### config.mk
export PLATFORM = sky130hd
export DESIGN_NAME = key_direction_filter
export DESIGN_NICKNAME = d
export VERILOG_FILES = /design/src/rtl/key_direction_filter.sv
export SDC_FILE = /design/constraint.sdc
export NUM_CORES = 1
export LEC_CHECK = 0
export BUFFER_PORTS_ARGS = -buffer_cell sky130_fd_sc_hd__buf_2
export CAP_MARGIN = 0
export CORE_MARGIN = 2
export CORE_UTILIZATION = 60
export CTS_CLUSTER_SIZE = 24
export DETAILED_ROUTE_END_ITERATION = 16
export GPL_TIMING_DRIVEN = 0
export PLACE_DENSITY = 0.78
export RECOVER_POWER = 50
export REMOVE_ABC_BUFFERS = 1
export SLEW_MARGIN = 40
export SYNTH_ARGS = -nofsm -noshare
export SYNTH_HDL_FRONTEND = slang
export SYNTH_SLANG_ARGS = --single-unit
### constraint.sdc
create_clock -name clk_50MHz -period 5 [get_ports clk_50MHz]
set_clock_uncertainty 0.1 [all_clocks]
set_input_delay 0.25 -clock clk_50MHz [delete_from_list [all_inputs] [get_ports clk_50MHz]]
set_output_delay 0.25 -clock clk_50MHz [all_outputs]
set_load 0.01 [all_outputs]
### src/rtl/key_direction_filter.sv
// key_direction_filter: conditions the four active-low push-buttons and
// turns clean presses into a legal direction command. The command waits in
// a one-deep buffer until the game controller consumes it with dir_ack.
// The per-key lane synchronises and debounces one button. The top module
// turns each debounced rising level into a one-cycle press and arbitrates
// the presses into the command buffer.

module key_debounce #(
  parameter int DEBOUNCE_CYCLES = 1000000,
  parameter int CNT_W           = 20
) (
  input  logic clk_50MHz,
  input  logic reset,
  input  logic key_n,
  output logic level
);

  logic [1:0]       sync;
  logic             sync_p;
  logic [CNT_W-1:0] cnt;

  // Two-flop synchroniser. It resets to "released" so that reset produces no false press.
  always_ff @(posedge clk_50MHz or posedge reset) begin
    if (reset) sync <= 2'b11;
    else       sync <= {sync[0], key_n};
  end

  assign sync_p = ~sync[1];

  // Count consecutive disagreeing cycles. Toggle the level on the cycle that would reach the limit.
  always_ff @(posedge clk_50MHz or posedge reset) begin
    if (reset) begin
      cnt   <= '0;
      level <= 1'b0;
    end else if (sync_p == level) begin
      cnt <= '0;
    end else if (cnt == CNT_W'(DEBOUNCE_CYCLES - 1)) begin
      cnt   <= '0;
      level <= ~level;
    end else begin
      cnt <= cnt + CNT_W'(1);
    end
  end

endmodule

module key_direction_filter #(
  parameter int DEBOUNCE_CYCLES = 1000000,  // must be >= 2
  parameter int CNT_W           = 20        // 2**CNT_W > DEBOUNCE_CYCLES
) (
  input  logic       clk_50MHz,
  input  logic       reset,
  input  logic [3:0] key_n,
  input  logic [1:0] cur_dir,
  input  logic       dir_ack,
  output logic [3:0] key_level,
  output logic [3:0] key_press,
  output logic       dir_valid,
  output logic [1:0] dir_cmd
);

  localparam int NUM_LANES = 4;

  logic [NUM_LANES-1:0] key_level_d;
  logic [1:0]           cand;
  logic                 accept;

  key_debounce #(
    .DEBOUNCE_CYCLES(DEBOUNCE_CYCLES),
    .CNT_W          (CNT_W)
  ) u_deb [NUM_LANES-1:0] (
    .clk_50MHz(clk_50MHz),
    .reset    (reset),
    .key_n    (key_n),
    .level    (key_level)
  );

  // Delay the debounced level by one cycle to detect its rising edge.
  always_ff @(posedge clk_50MHz or posedge reset) begin
    if (reset) key_level_d <= '0;
    else       key_level_d <= key_level;
  end

  assign key_press = key_level & ~key_level_d;

  // Select the lowest pressed key. Reject it if it is on the current
  // direction's axis, because UP/DOWN and LEFT/RIGHT differ only in bit 0.
  always_comb begin
    cand = 2'd0;
    for (int i = NUM_LANES - 1; i >= 0; i--)
      if (key_press[i]) cand = 2'(i);
    accept = (key_press != '0) && (cand[1] != cur_dir[1]);
  end

  // One-deep command buffer. The newest accepted press overwrites the held
  // command. An ack clears the buffer unless a new command arrives in the same cycle.
  always_ff @(posedge clk_50MHz or posedge reset) begin
    if (reset) begin
      dir_valid <= 1'b0;
      dir_cmd   <= 2'b11;
    end else if (accept) begin
      dir_valid <= 1'b1;
      dir_cmd   <= cand;
    end else if (dir_ack) begin
      dir_valid <= 1'b0;
    end
  end

endmodule

; After elaboration in Yosys (flattened, before gate mapping)
; Cells that the tools add are included.
[classes]
addsub = 4
eq_ne = 9
n_mux = 14
n_bitwise = 14
n_reduce_logical = 7
[ops]
columns = op, n
row1 = 2-to-1 mux 20 bit, 8
row2 = "adder 20 x 1 -> 20 bit, second input constant", 4
row3 = "== test 20 bit, second input constant", 4
row4 = NOT 1 bit, 12
row5 = 2-to-1 mux 2 bit, 4
row6 = AND reduction 2 bit, 4
row7 = AND 4 bit, 1
row8 = == test 1 bit, 4
row9 = NOT 4 bit, 1
row10 = nonzero test 4 bit, 1
row11 = 2-to-1 mux 1 bit, 2
row12 = nonzero test 2 bit, 1
row13 = logical AND 1 bit, 1
row14 = != test 1 bit, 1
[word_totals]
regBits = 99

; Logic depth before layout (Yosys ltp)
[depth]
word_depth = 9
depth_mapped = 6
ltp_nobuf = 5

; Cells and area by module
; From an unflattened synthesis, not the netlist that was laid out.
[hier_totals]
hier_cells = 469
hier_area_um2 = 4740.8
[modules_own_cells]
columns = module, instances, cells_each, area_each_um2, seq_area_each_um2
row1 = key_debounce, 4, 110, 1107.3, 578.1
row2 = key_direction_filter, 1, 29, 311.5, 177.7

; Worst setup path before layout
; OpenSTA, ideal clock, no wires.
[synth_path]
path_kind = register -> register
from = register u_deb[1].cnt[0]
to = register u_deb[1].cnt[18]
arrival_time_ns = 1.835
required_time_ns = 4.823
setup_slack_ns = 2.988
path_stages_with_launch = 6
path_buffers = 0
synth_period_minus_slack_ns = 2.012
cell_sequence = dfrtp_1 ha_1 nand2_1 or4_4 or4_1 a21oi_1
[synth_via]
elab_chain_cells = 3
[synth_lines]
columns = item, line
row1 = start: declaration, 20  ; logic [CNT_W-1:0] cnt;
row2 = start signal: assignment, 41  ; cnt <= cnt + CNT_W'(1);
row3 = adder 20 x 1 -> 20 bit or == test 20 bit (tied branches), "41, 37"
row4 = 2-to-1 mux 20 bit *, 37  ; end else if (cnt == CNT_W'(DEBOUNCE_CYCLES - 1)) begin
row5 = 2-to-1 mux 20 bit *, 35  ; end else if (sync_p == level) begin
; Every way passes the cells marked *; elsewhere a longest branch is shown, timed or not.
; A chain may end at the register's enable or synchronous reset.

==> impl_metrics.toml <==
[drt]
via_per_inst = 5.86
drt_iter0_markers = 183
drc_errors = 0
wire_per_inst_um = 14.2
vias = 3505
ant_nets = 0
drt_wl_total_um = 8520
dr.pass1.iters = 4

[yosys]
async_flop_share_pct = 100
synth_mux_area_share_pct = 0
post_synth_inst_count = 472
synthAdderAreaFrac_pct = 1.06
synth_compound_area_share_pct = 8.36
synth_edf_count = 0
synth_xor_area_share_pct = 9.79
syn_avg_cell_area_um2 = 10.0
syn_area_mm2 = 0.00474
ys_top_cells_by_area = "dfrtp_1 (47%), xnor2_1 (5.9%), dfstp_2 (5.5%), nor2_1 (4.8%), xor2_1 (3.9%)"
seq_area_frac_synth_pct = 52.5
yosysTopAreaCellShare_pct = 47.0
ys_types = 40
synth_top_family_by_area = "simple AND/OR/NAND/NOR gates"
synth-seq-cells = 99
yosysTopAreaCell = "dfrtp_1"
post_synth_and_or_nand_nor_area_fraction_pct = 24.7
synthFlopType = "dfrtp_1"
yosysWarnings = 0

[cells_and_area]
layout_common_cells = "dfrtp_1 (89), nor2_1 (61), xnor2_1 (32), nand3_1 (30), a21oi_1 (26)"
final_common_cell = "dfrtp_1"
final_area_mm2 = 0.00522
nFillCells = 633
fin_nets = 504
syn_to_final_growth_pct = 10.2
drive_above_1_share_pct = 13.9
antenna_cells = 0

[job]
cap_violations = 1

[global_route]
grt_pass1_wl_um = 14900
grt_max_degree = 83
overflow = 0
grt_use_total_pct = 21.5
grt_pass1_vias = 3378
grt_antenna_before_repair = 0

[clock_network]
clkTransAtPathRegs_ps = 90
clockRootBuffer = "clkbuf_8"
insertion_delay_ps = 380
cts_buffers = 9
cts_tree = "done"
htree_levels = 3
cts_sinks = 99
cts_max_path_buffers = 2
cts_setup_buffers = 0

[placed_design]
dp_slack_ps = 2770
dpl_cell_area_mm2 = 0.00498
routabilityCongestion = 0.820
portBuffers = 18
hpwl_um = 5820

[timing]
relSlewSlack_pct = -30.6
setup_viol = 0
rsz0062_at_grt = "false"
fin_ws_ps = 2090
max_freq_mhz = 344
holdWs_ps = 12.1
slew_viol_final = 83
tightest_slew_ps = 1960
period_share_pct = 58.2
finalHoldViolations = 0
finalSetupTns_ps = 0
period_needed_ps = 2910

[power_and_ir_drop]
netSwitchingFraction_pct = 22.2
comb_power_share_pct = 4.1
vdd_ir_drop_max_uv = 179
power_frac_seq_pct = 56.9
p_clk_share_pct = 39.0
p_leak_nw = 2.12
power_switching_w = 0.000323
internal-power_w = 0.00113
powerDensity_mw_per_mm2 = 278

[critical_path]
setup.worst_path.class = "in2async"
arrival_ps = 2910
r2r.worst_path.cells = 5
end_kind = "asynchronous set/reset pin"
required_ps = 5000
crit_fanout = 82
startpoint_type = "input port"

[floorplanning]
die_y_um = 92.9
dieArea_mm2 = 0.00863
die_x_um = 92.9
core_area_mm2 = 0.00769
boundaryPins = 20
initial_utilization_pct = 61.7
num_rows = 32

[run_status]
violations = "capacitance limit, slew limit"
outcome = "finished with violations"

[min_path]
hold_depth = 2
min-delay-path-class = "in2reg"
cells in the mapped netlist, types with 3 or more instances:
master     n
inv_1     18
nor4_1    13
dfstp_2   10
nor2_1    61
clkbuf_1   7
and4_1     3
nand4_1   13
or4_1     10
nor4bb_1   3
ha_1       4
buf_2      9
buf_4      4
o31ai_1   15
and3_1     8
nor2b_1    3
or4b_2     4
or3_1     11
nand3_1   30
nor3_1     9
xnor2_1   32
dfrtp_1   89
a21oi_1   26
o41ai_1    4
nand2_1   24
xor2_1    21
o21ai_0   18
nand4_2    3
worst paths after layout:
| kind | end | slack, ps | startpoint |
|---|---|---|---|
| worst max-delay path | dir_valid | 2090 | reset |
| worst min-delay path | dir_cmd[1] | 10 | cur_dir[1] |
| worst max register to register | u_deb[1].cnt[7] | 2770 | u_deb[1].cnt[16] |
| worst min register to register | u_deb[2].sync[1] | 260 | u_deb[2].sync[0] |
| max in group clk_50MHz | u_deb[1].cnt[7] | 2770 | u_deb[1].cnt[16] |
| min in group asynchronous | u_deb[2].cnt[1] | 420 | reset |
stage by stage:
| stage | util, % | total power, W | instances |
|---|---|---|---|
| finish | 68.0 | 0.00145 | 598 |
| global route | 68.0 | 0.00150 | 598 |
| CTS | 68.3 | 0.00147 | 598 |
| detailed placement | 64.8 | 0.000906 | 577 |
| global placement | 63.2 | 0.000894 | 572 |
| floorplan | - | 0.000879 | 452 |
cell type report:
class / instances / area, um^2 / area share, %
Clock buffer: 11 / 141 / 2.71
Timing Repair Buffer: 28 / 190 / 3.64
Inverter: 18 / 68.8 / 1.32
Multi-Input combinational cell: 335 / 2130 / 40.7
Tap cell: 102 / 128 / 2.44
Clock inverter: 5 / 77.6 / 1.49
Sequential cell: 99 / 2490 / 47.7
timing repair:
action,CTS,global route
gates resized for setup,0,0
hold buffers,5,0
endpoints found under the hold margin,21,0
cells by family (layout without fill, tap and decap cells):
group / count (synthesis) / count (layout)
compound gates: 66 / 66
xor+xnor: 53 / 53
buf+inv: 38 / 62
flops: 99 / 99
simple gates: 212 / 212
fa+ha+maj: 4 / 4
metal layers:
metal	global-route usage (%)	routed length, um
met5	0	0
met4	7.72	154
met3	4.39	260
met2	34.8	4120
met1	28.8	3990
state kept, by name, indices dropped and copies added, names as in the netlist:
| signal | flops |
|---|---|
| u_deb.cnt | 80 |
| key_level_d | 4 |
| dir_cmd | 2 |
| u_deb.level | 4 |
| dir_valid | 1 |
| u_deb.sync | 8 |
critical path: stages:
cell and delay [ps]:
dlygate4sd3_1 530, buf_2 120, clkinvlp_2 450, clkbuf_2 1520
power by group through the flow:
stage	Combinational (W)	Sequential (W)	Clock, W
2_1_floorplan	0.0000372	0.000841	0
3_3_place_gp	0.0000519	0.000843	0
3_5_place_dp	0.0000626	0.000843	0
4_1_cts	0.0000657	0.000828	0.000572
5_1_grt	0.0000706	0.000830	0.000604
6_report	0.0000604	0.000828	0.000567
No activity file was read; power rests on OpenSTA's default activity.
